**config.mk**
```make
export PLATFORM = sky130hd
export DESIGN_NAME = credit_bcd
export DESIGN_NICKNAME = d
export VERILOG_FILES = /design/src/rtl/vending_pkg.sv /design/src/rtl/bcd_adjust.sv /design/src/rtl/credit_bcd.sv
export SDC_FILE = /design/constraint.sdc
export NUM_CORES = 1
export LEC_CHECK = 0
export CORE_MARGIN = 4
export CORE_UTILIZATION = 50
export DETAILED_ROUTE_END_ITERATION = 10
export HOLD_SLACK_MARGIN = 0.05
export PLACE_DENSITY_LB_ADDON = 0.15
export SYNTH_ARGS = -nofsm -noshare
export SYNTH_HDL_FRONTEND = slang
export SYNTH_SLANG_ARGS = --single-unit
```
**constraint.sdc**
```tcl
create_clock -name clk -period 2.2 [get_ports clk]
set_input_delay 0.22 -clock clk [delete_from_list [all_inputs] [get_ports clk]]
set_output_delay 0.22 -clock clk [all_outputs]
set_load 0.005 [all_outputs]
```
**src/rtl/vending_pkg.sv**
```systemverilog
`default_nettype none
// ============================================================================
//  Module      : vending_pkg
//  Description : Shared types and constants for the vending machine readout.
//  Revision    : 1.0 - initial release
// ============================================================================
package vending_pkg;

    localparam int VAL_W    = 14;
    localparam int MAX_VAL  = 9999;
    localparam int N_DIGITS = 4;

    typedef logic [3:0] bcd_t;

    typedef enum logic [1:0] {
        IDLE   = 2'd0,
        SHIFT  = 2'd1,
        COMMIT = 2'd2
    } cbcd_state_t;

endpackage : vending_pkg
`default_nettype wire

```
**src/rtl/bcd_adjust.sv**
```systemverilog
`default_nettype none
// ============================================================================
//  Module      : bcd_adjust
//  Description : Double-dabble nibble correction; adds 3 to nibbles >= 5.
//  Revision    : 1.0 - initial release
// ============================================================================
module bcd_adjust
    import vending_pkg::*;
(
    input  bcd_t nib_in,
    output bcd_t nib_out
);

    assign nib_out = (nib_in >= 4'd5) ? (nib_in + 4'd3) : nib_in;

endmodule : bcd_adjust
`default_nettype wire

```
**src/rtl/credit_bcd.sv**
```systemverilog
`default_nettype none
// ============================================================================
//  Module      : credit_bcd
//  Description : Iterative binary-to-BCD converter with start/busy/done
//                handshake, saturation and a single pending-request slot.
//  Revision    : 1.0 - initial release
// ============================================================================
module credit_bcd #(
    parameter int VAL_W   = vending_pkg::VAL_W,
    parameter int MAX_VAL = vending_pkg::MAX_VAL
) (
    input  logic               clk,
    input  logic               clr_n,
    input  logic               start,
    input  logic [VAL_W-1:0]   value,
    output logic               busy,
    output logic               done,
    output logic               ovf,
    output vending_pkg::bcd_t  dig1,
    output vending_pkg::bcd_t  dig2,
    output vending_pkg::bcd_t  dig3,
    output vending_pkg::bcd_t  dig4
);

    import vending_pkg::*;

    localparam int                 CNT_W = $clog2(VAL_W);
    localparam int                 BCD_W = N_DIGITS * 4;
    localparam logic [VAL_W-1:0]   MAX_V = VAL_W'(MAX_VAL);
    localparam logic [CNT_W-1:0]   LAST  = CNT_W'(VAL_W - 1);

    cbcd_state_t        state;
    logic [VAL_W-1:0]   bin;
    logic [BCD_W-1:0]   bcd;
    logic [BCD_W-1:0]   adj;
    logic [CNT_W-1:0]   cnt;
    logic               sat;
    logic               pend;
    logic [VAL_W-1:0]   pend_val;

    // A fresh start always beats an older pending request.
    logic [VAL_W-1:0]   load_src;
    logic               load_sat;
    logic [VAL_W-1:0]   load_bin;

    assign load_src = start ? value : pend_val;
    assign load_sat = (load_src > MAX_V);
    assign load_bin = load_sat ? MAX_V : load_src;

    for (genvar i = 0; i < N_DIGITS; i++) begin : g_adj
        bcd_adjust u_adj (
            .nib_in  (bcd[4*i +: 4]),
            .nib_out (adj[4*i +: 4])
        );
    end

    always_ff @(posedge clk or negedge clr_n) begin
        if (!clr_n) begin
            state    <= IDLE;
            bin      <= '0;
            bcd      <= '0;
            cnt      <= '0;
            sat      <= 1'b0;
            pend     <= 1'b0;
            pend_val <= '0;
            busy     <= 1'b0;
            done     <= 1'b0;
            ovf      <= 1'b0;
            dig1     <= '0;
            dig2     <= '0;
            dig3     <= '0;
            dig4     <= '0;
        end else begin
            done <= 1'b0;
            case (state)
                IDLE: begin
                    if (start) begin
                        bin   <= load_bin;
                        bcd   <= '0;
                        sat   <= load_sat;
                        cnt   <= '0;
                        busy  <= 1'b1;
                        state <= SHIFT;
                    end
                end

                SHIFT: begin
                    bcd <= {adj[BCD_W-2:0], bin[VAL_W-1]};
                    bin <= {bin[VAL_W-2:0], 1'b0};
                    cnt <= cnt + 1'b1;
                    if (cnt == LAST) begin
                        state <= COMMIT;
                    end
                    if (start) begin
                        pend     <= 1'b1;
                        pend_val <= value;
                    end
                end

                COMMIT: begin
                    dig1 <= bcd[3:0];
                    dig2 <= bcd[7:4];
                    dig3 <= bcd[11:8];
                    dig4 <= bcd[15:12];
                    ovf  <= sat;
                    done <= 1'b1;
                    pend <= 1'b0;
                    if (start || pend) begin
                        bin   <= load_bin;
                        bcd   <= '0;
                        sat   <= load_sat;
                        cnt   <= '0;
                        state <= SHIFT;
                    end else begin
                        busy  <= 1'b0;
                        state <= IDLE;
                    end
                end

                default: state <= IDLE;
            endcase
        end
    end

endmodule : credit_bcd
`default_nettype wire
```
==> results of run 1 <==
path summary, 6_finish.rpt:
path	from	end	slack, ns	cells after the start
max	bcd[8]$_DFFE_PN0P_	bcd[10]$_DFFE_PN0P_	0.52	6
min reg2reg	dig3[0]$_DFFE_PN0P_	dig3[0]$_DFFE_PN0P_	0.48	2
min in group clk	dig3[0]$_DFFE_PN0P_	dig3[0]$_DFFE_PN0P_	0.48	2
max reg2reg	bcd[8]$_DFFE_PN0P_	bcd[10]$_DFFE_PN0P_	0.52	6
min	clr_n	dig1[3]$_DFFE_PN0P_	0.43	3
max in group asynchronous	clr_n	pend_val[0]$_DFFE_PN0P_	1.47	3
cell families (layout without fill, tap and decap cells):
logic type                 Yosys count  after routing  share of synthesized area (%)
adders and majority gates           10             10                          3.690
and+or+nand+nor                     75             75                          9.890
DFF                                 71             71                          52.40
muxes                               37             37                          12.10
xor gates and xnor gates             8              8                          2.066
AOI/OAI and AO/OA                   83             83                          16.05
buffers and inverters               29             71                          3.801
metrics by stage:
stage | std cells | hold slack, ns | cell area [um^2] | worst slack [ns] | power, mW
final | 432 | 0.4267 | 4023 | 0.5205 | 5.139
after CTS | 432 | 0.4428 | 4023 | 0.5165 | 5.189
after detailed placement | 417 | 0.2764 | 3849 | 0.2106 | 4.273
after global routing | 432 | 0.4589 | 4023 | 0.4044 | 5.588
after global placement | 417 | 0.2760 | 3849 | 0.2446 | 4.203
after floorplan | 313 | -0.07559 | 3391 | 0.6979 | 3.603
worst reg2reg max path, cell delays in order, from the launching register on:
cell and delay (ns):
dfrtp_1 0.40, inv_1 0.12, ha_1 0.21, nand2b_1 0.07, a21oi_1 0.30, mux2_2 0.38
o22ai_1 0.12
registers in the layout (all words and copies together) (netlist names):
name	cells
cnt	4
state	2
dig1	4
bin	14
dig4	4
busy	1
ovf	1
sat	1
dig2	4
bcd	16
done	1
pend_val	14
dig3	4
pend	1
power by group:
group | switching [mW] | total, mW | internal (mW)
registers | 0.379 | 2.22 | 1.84
logic | 1.00 | 2.02 | 1.02
clock network | 0.446 | 0.904 | 0.458
total | 1.83 | 5.14 | 3.31
final cells by class:
| class | count | area share, % |
|---|---|---|
| sequential | 71 | 44.17 |
| multi-input combinational | 213 | 36.92 |
| inverter | 10 | 0.9331 |
| clock inverter | 1 | 0.1244 |
| timing repair buffer | 47 | 11.51 |
| clock buffer | 13 | 3.950 |
| tap | 77 | 2.395 |
layer usage:
| metal | GRT usage, % | up-vias | share of wire (%) |
|---|---|---|---|
| met5 | 0 | - | 0 |
| met4 | 6.122 | 0 | 1.5 |
| met3 | 5.500 | 9 | 4.3 |
| met2 | 26.20 | 46 | 45 |
| met1 | 22.74 | 1137 | 49 |
| li1 | - | 1195 | - |
layout by cell type, fill, tap and decap left out, types with 7 or more instances in the layout:
cell             instances
inv_1                   10
clkdlybuf4s50_1         34
dfrtp_1                 71
o21ai_0                 25
nor2_1                  14
mux2i_1                  7
nand2_1                 35
ha_1                    10
clkbuf_8                11
o22ai_1                  9
mux2_2                  29
buf_4                    9
a21oi_1                 15
==> impl_metrics.env, run 1 <==
export IMPL_drive_gt1_share_pct=16.62
export IMPL_rows=29
export IMPL_ys_ff_latch=71
export IMPL_ctsHoldBuffers=1
export IMPL_vias=2387
export IMPL_synth_nets=340
export IMPL_cts_htree_levels=3
export IMPL_grt_ovfl_total=0
export IMPL_slew_headroom_pct=69.02
export IMPL_synth_top_area_share_pct=52.40
export IMPL_crit_path_top_delay_cell="dfrtp_1"
export IMPL_drt_total_wl_mm=6.392
export IMPL_synth_distinct_cells=42
export IMPL_cp_buffers_inverters=1
export IMPL_ant_nets=0
export IMPL_synth_main_ff_cell="dfrtp_1"
export IMPL_netlist_area_mm2=0.003391
export IMPL_worst_setup_path_start_kind="flip-flop"
export IMPL_cts_buffers=9
export IMPL_ys_seq_area_share_pct=52.40
export IMPL_crit_family="compound AO/OA/AOI/OAI gates"
export IMPL_grt_pass1_vias=2374
export IMPL_gp_congestion=0.7957
export IMPL_tns_ns=0
export IMPL_postSynthCellCount=313
export IMPL_fillers=548
export IMPL_n_antenna_cell=0
export IMPL_clock_latency_ns=0.34
export IMPL_pwr_density_cell_mw_per_mm2=1278
export IMPL_initial_core_util_pct=52.50
export IMPL_cap_violations=0
export IMPL_finClkSkew_ns=0.004845
export IMPL_slew_viol_final=0
export IMPL_pin_count=36
export IMPL_grt_antenna_before_repair=0
export IMPL_syn_area_per_cell_um2=10.83
export IMPL_clkSinkCount=71
export IMPL_hold_viol_final=0
export IMPL_drt_initial_drc_count=85
export IMPL_status="finished clean"
export IMPL_period_needed_ns=1.679
export IMPL_worstPathRequired_ns=2.46
export IMPL_cts_tree="built"
export IMPL_cts_path_max_buffers=2
export IMPL_multi_input_area_mm2=0.001485
export IMPL_post_route_util_pct=62.28
export IMPL_cts_setup_buffers=0
export IMPL_routed_via_density=5.525
export IMPL_wl_per_cell_um=14.80
export IMPL_async_flop_share_pct=100.0
export IMPL_nets=379
export IMPL_fmax_ghz=0.5954
export IMPL_synthTopCellsByCount="dfrtp_1 (71), nand2_1 (35), mux2_2 (29), o21ai_0 (25), a21oi_1 (15)"
export IMPL_clk_pin_slew_worst_paths_ns=0.07
export IMPL_area_growth_pct=18.63
export IMPL_grt_max_degree=72
export IMPL_rsz0062_at_grt="false"
export IMPL_regArea_mm2=0.001777
export IMPL_p_leak_nw=1.769
export IMPL_critPathCaptureType="flip-flop"
export IMPL_synth_top_area_cell="dfrtp_1"
export IMPL_cpPeakStageDelay_ns=0.40
export IMPL_worst_slew_pin_transition_ns=0.4647
export IMPL_gr_usage_all_layers_pct=17.08
export IMPL_synth_area_leaders="dfrtp_1 (52%), mux2_2 (9.6%), nand2_1 (3.9%)"
export IMPL_synth_edf_count=0
export IMPL_fin_crit_sh_pct=76.34
export IMPL_setup_violations=0
export IMPL_dr_pass1_iters=4
export IMPL_drc=0
export IMPL_synth_most_common_cell="dfrtp_1"
export IMPL_coreArea_mm2=0.006459
export IMPL_dieWidth_um=90.35
export IMPL_hold_class="in -> async"
export IMPL_grt_pass1_wl_mm=11.20
export IMPL_arrival_ns=1.94
export IMPL_cts_repair_resize_count=0
export IMPL_path_class="reg -> reg"
export IMPL_post_dp_hpwl_mm=4.498
export IMPL_cp_max_fo=4
export IMPL_yosysWarnings=0
export IMPL_io_buffers=35
export IMPL_path_cells="inv_1, ha_1, nand2b_1, a21oi_1, mux2_2, o22ai_1"
export IMPL_die_h_um=90.35
export IMPL_ir_drop_uv=587.3
export IMPL_root_buffer="clkbuf_8"
export IMPL_fp_dieArea_mm2=0.008163
Power figures use the tool's default switching activity.
==> run 2, diff against run 1 <==
- clock period: 2.2 -> 1.75 ns (I/O delays scaled with it)
==> impl_metrics.env, run 2 (synthesized netlist as in run 1, its figures left out) <==
export IMPL_area_growth_pct=22.84
export IMPL_nets=391
export IMPL_rsz0062_at_grt="false"
export IMPL_drc=0
export IMPL_arrival_ns=1.87
export IMPL_cts_buffers=9
export IMPL_cap_violations=0
export IMPL_worst_slew_pin_transition_ns=0.4663
export IMPL_power_mw=6.681
export IMPL_setup_violations=0
export IMPL_gr_usage_all_layers_pct=16.63
export IMPL_finClkSkew_ns=0.01029
export IMPL_dieWidth_um=90.35
export IMPL_drt_initial_drc_count=100
export IMPL_p_leak_nw=1.844
export IMPL_ir_drop_uv=770.2
export IMPL_dr_pass1_iters=4
export IMPL_crit_path_top_delay_cell="dfrtp_1"
export IMPL_grt_max_degree=72
export IMPL_grt_antenna_before_repair=0
export IMPL_cts_setup_buffers=0
export IMPL_slew_headroom_pct=68.91
export IMPL_dpl_cell_area_mm2=0.003964
export IMPL_clock_latency_ns=0.34
export IMPL_fillers=540
export IMPL_fin_area_mm2=0.004165
export IMPL_cts_tree="built"
export IMPL_pwr_density_cell_mw_per_mm2=1604
export IMPL_grt_pass1_vias=2449
export IMPL_period_needed_ns=1.610
export IMPL_cts_repair_resize_count=0
export IMPL_initial_core_util_pct=52.50
export IMPL_ctsHoldBuffers=1
export IMPL_multi_input_area_mm2=0.001485
export IMPL_drt_total_wl_mm=6.333
export IMPL_path_class="reg -> reg"
export IMPL_wl_per_cell_um=14.20
export IMPL_grt_ovfl_total=0
export IMPL_slew_viol_final=0
export IMPL_routed_via_density=5.482
export IMPL_fp_dieArea_mm2=0.008163
export IMPL_largest_register="bcd"
export IMPL_final_common_cell="dfrtp_1"
export IMPL_post_dp_hpwl_mm=4.353
export IMPL_io_buffers=35
export IMPL_largest_registers="bcd x16, bin x14, pend_val x14"
export IMPL_cts_path_max_buffers=2
export IMPL_drive_gt1_share_pct=19.51
export IMPL_worstPathRequired_ns=2.01
export IMPL_ant_nets=0
export IMPL_gp_congestion=0.7613
export IMPL_timing_rr_start="bcd[0]$_DFFE_PN0P_"
export IMPL_largest_register_ffs=16
export IMPL_worst_setup_path_start_kind="flip-flop"
export IMPL_hold_viol_final=0
export IMPL_root_buffer="clkbuf_8"
export IMPL_grt_pass1_wl_mm=11.08
export IMPL_n_antenna_cell=0
export IMPL_path_cells="inv_1, ha_1, nand2b_1, a21oi_1, mux2_2, o22ai_1"
export IMPL_cpPeakStageDelay_ns=0.39
export IMPL_hold_class="in -> async"
export IMPL_cts_htree_levels=3
export IMPL_critPathLaunch="bcd[0]$_DFFE_PN0P_"
export IMPL_die_h_um=90.35
export IMPL_coreArea_mm2=0.006459
export IMPL_cp_max_fo=4
export IMPL_pin_count=36
export IMPL_critPathCaptureType="flip-flop"
export IMPL_clkSinkCount=71
export IMPL_holdWs_ns=0.3745
export IMPL_status="finished clean"
export IMPL_fin_crit_sh_pct=91.99
export IMPL_rows=29
export IMPL_clk_pin_slew_worst_paths_ns=0.07
export IMPL_fmax_ghz=0.6212
export IMPL_final_cell_mix="dfrtp_1 (71), nand2_1 (35), clkdlybuf4s50_1 (34)"
export IMPL_regArea_mm2=0.001777
export IMPL_vias=2445
run 2: changes by cell type in the layout (fill, tap and decap cells not counted):
cell        change
buf_12          +2
buf_4          +10
bufinv_16       +1
clkbuf_1        +1
clkbuf_8        -1
clkinvlp_4      +1
run 2: through the flow:
step | TNS (ns) | setup WS (ns) | util (%) | cells
2_1_floorplan | 0 | 0.2479 | - | 313
3_3_place_gp | -1.706 | -0.1357 | 61.37 | 429
3_5_place_dp | -2.550 | -0.1885 | 61.37 | 429
4_1_cts | 0 | 0.1352 | 64.49 | 446
5_1_grt | 0 | 0.01608 | 64.49 | 446
6_report | 0 | 0.1401 | 64.49 | 446
run 2: power by group:
| group | total [mW] | switching (mW) | internal [mW] |
|---|---|---|---|
| clock | 1.28 | 0.584 | 0.698 |
| combinational | 2.62 | 1.27 | 1.35 |
| sequential | 2.78 | 0.467 | 2.31 |
| total | 6.68 | 2.32 | 4.36 |
run 2: critical path, delay by kind of cell (launching register included):
kind / cells / cell delay (ns)
adder cells (fa/ha/maj): 1 / 0.21
multiplexers: 1 / 0.37
AO/OA/AOI/OAI: 2 / 0.35
AND/OR/NAND/NOR: 1 / 0.08
buffers and inverters: 1 / 0.14
flip-flops: 1 / 0.39
run 2: area by class of cell:
cell class	instances	share of cell area (%)
clock buffers	13	3.575
clock inverters	3	1.021
inverters	10	0.9012
multi-input cells	213	35.66
flip-flops and latches	71	42.66
well taps	77	2.313
repair buffers	59	13.88
run 2: path summary, 6_finish.rpt:
path | slack, ns | to | cells after the start
max | 0.14 | bcd[2]$_DFFE_PN0P_ | 6
min | 0.37 | dig1[3]$_DFFE_PN0P_ | 3
max reg2reg | 0.14 | bcd[2]$_DFFE_PN0P_ | 6
min reg2reg | 0.48 | dig3[1]$_DFFE_PN0P_ | 2
max in group asynchronous | 1.04 | pend_val[7]$_DFFE_PN0P_ | 3
min in group clk | 0.47 | pend_val[2]$_DFFE_PN0P_ | 2
run 2: routing by layer:
| layer | wire [um] | global-route usage [%] | up-vias |
|---|---|---|---|
| met5 | 0 | 0 | - |
| met4 | 95 | 6.888 | 0 |
| met3 | 203 | 3.167 | 10 |
| met2 | 2971 | 27.75 | 40 |
| met1 | 3063 | 21.21 | 1175 |
| li1 | - | - | 1220 |
==> run 3, diff against run 2 <==
- CORE_ASPECT_RATIO: not set -> 2
- GPL_TIMING_DRIVEN: not set -> 0
- clock period: 1.75 -> 1.6 ns (I/O delays scaled with it)
==> impl_metrics.env, run 3 (synthesized netlist as in run 1, its figures left out) <==
export IMPL_hold_viol_final=0
export IMPL_largest_register_ffs=16
export IMPL_grt_pass1_vias=2632
export IMPL_drc=0
export IMPL_wl_per_cell_um=16.68
export IMPL_setup_ws_ns=0.05596
export IMPL_rows=42
export IMPL_cts_buffers=9
export IMPL_arrival_ns=1.79
export IMPL_status="finished clean"
export IMPL_cap_violations=0
export IMPL_pre_cts_slack_ns=-0.4735
export IMPL_nets=391
export IMPL_timing_rr_start="bcd[4]$_DFFE_PN0P_"
export IMPL_clk_pin_slew_worst_paths_ns=0.05
export IMPL_dr_pass1_iters=4
export IMPL_worst_setup_path_start_kind="flip-flop"
export IMPL_hold_class="in -> reg"
export IMPL_rrSetupSlack_ns=0.06
export IMPL_fin_area_mm2=0.004252
export IMPL_finClkSkew_ns=0.005139
export IMPL_fp_dieArea_mm2=0.008243
export IMPL_final_cell_mix="dfrtp_1 (69), nand2_1 (35), clkdlybuf4s50_1 (33)"
export IMPL_pin_count=36
export IMPL_setup_violations=0
export IMPL_slew_viol_final=0
export IMPL_gr_usage_all_layers_pct=20.14
export IMPL_final_common_cell="dfrtp_1"
export IMPL_post_dp_hpwl_mm=5.501
export IMPL_grt_max_degree=72
export IMPL_fmax_ghz=0.6477
export IMPL_ant_nets=0
export IMPL_critPathCaptureType="flip-flop"
export IMPL_critPathLaunch="bcd[4]$_DFFE_PN0P_"
export IMPL_fin_crit_sh_pct=96.50
export IMPL_ir_drop_uv=1087
export IMPL_n_antenna_cell=0
export IMPL_p_leak_nw=1.857
export IMPL_die_h_um=124.5
export IMPL_worst_slew_pin_transition_ns=0.8793
export IMPL_dieWidth_um=66.23
export IMPL_largest_register="bcd"
export IMPL_period_needed_ns=1.544
export IMPL_root_buffer="clkbuf_16"
export IMPL_post_route_util_pct=64.21
export IMPL_min_delay_start="value[1]"
export IMPL_pwr_density_cell_mw_per_mm2=1892
export IMPL_cts_tree="built"
export IMPL_area_growth_pct=25.39
export IMPL_tns_ns=0
export IMPL_cp_max_fo=4
export IMPL_finalNonFillerCells=456
export IMPL_drive_gt1_share_pct=23.91
export IMPL_worstPathRequired_ns=1.85
export IMPL_grt_ovfl_total=0
export IMPL_dpl_cell_area_mm2=0.003849
export IMPL_largest_registers="bcd x16, bin x14, pend_val x14"
export IMPL_slew_headroom_pct=41.38
export IMPL_vias=2541
export IMPL_coreArea_mm2=0.006621
export IMPL_grt_pass1_wl_mm=12.54
export IMPL_drt_total_wl_mm=7.604
export IMPL_io_buffers=35
export IMPL_cts_path_max_buffers=2
export IMPL_initial_core_util_pct=51.21
export IMPL_dp_cells=436
export IMPL_routed_via_density=5.572
export IMPL_gp_congestion=0.8107
export IMPL_cts_htree_levels=3
export IMPL_rsz0062_at_grt="true"
export IMPL_drt_initial_drc_count=141
export IMPL_clkSinkCount=71
export IMPL_grt_antenna_before_repair=0
export IMPL_clock_latency_ns=0.33
export IMPL_path_class="reg -> reg"
==> run 3: path summary, 6_finish.rpt <==
check	to	cells after the start
max in group asynchronous	bcd[4]$_DFFE_PN0P_	2
worst min-delay path	pend_val[1]$_DFFE_PN0P_	2
min in group asynchronous	dig1[3]$_DFFE_PN0P_	2
worst min register to register	dig2[1]$_DFFE_PN0P_	2
worst max register to register	bcd[6]$_DFFE_PN0P_	5
worst max-delay path	bcd[6]$_DFFE_PN0P_	5
==> run 3: cell type report <==
cell class                      instances  area [um^2]
Tap cell                               88        110.1
Buffer                                 18        110.1
Inverter                               10        37.54
Clock buffer                           14        254.0
Timing Repair Buffer                   41        394.1
Multi-Input combinational cell        213         1562
Fill cell                             581         2370
Sequential cell                        71         1779
Clock inverter                          1        5.005
==> run 3: routing by layer <==
layer	routed length (um)	global-route usage [%]	vias up
met5	0	0	-
met4	333	12.10	0
met3	215	4.152	25
met2	4305	35.21	53
met1	2750	21.09	1247
li1	-	-	1216
==> run 3: power by group <==
group	switching [mW]	internal, mW
clock	0.693	1.08
sequential	0.586	2.54
combinational	1.55	1.60
total	2.83	5.22
==> run 3: metrics by stage <==
stage               power [mW]  hold WS, ns
global route             8.613       0.4825
finish                   8.046       0.4725
floorplan                4.954      -0.1356
global placement         5.821       0.4619
CTS                      7.856       0.4684
detailed placement       5.969       0.3390
==> run 3: critical path, cell delays in order (launching register included) <==
cell	delay [ns]
dfrtp_2	0.45
ha_2	0.20
nand2b_1	0.15
a21oi_2	0.19
mux2_2	0.35
o22ai_1	0.13
==> run 3: repair_timing <==
action | 4_1_cts | 5_1_grt
hold buffers | 1 | 0
gates resized for setup | 13 | 31
pin swaps | 3 | 2
endpoints found under the hold margin | 71 | 0
setup endpoints to repair | 35 | 56
buffers inserted | 3 | 2
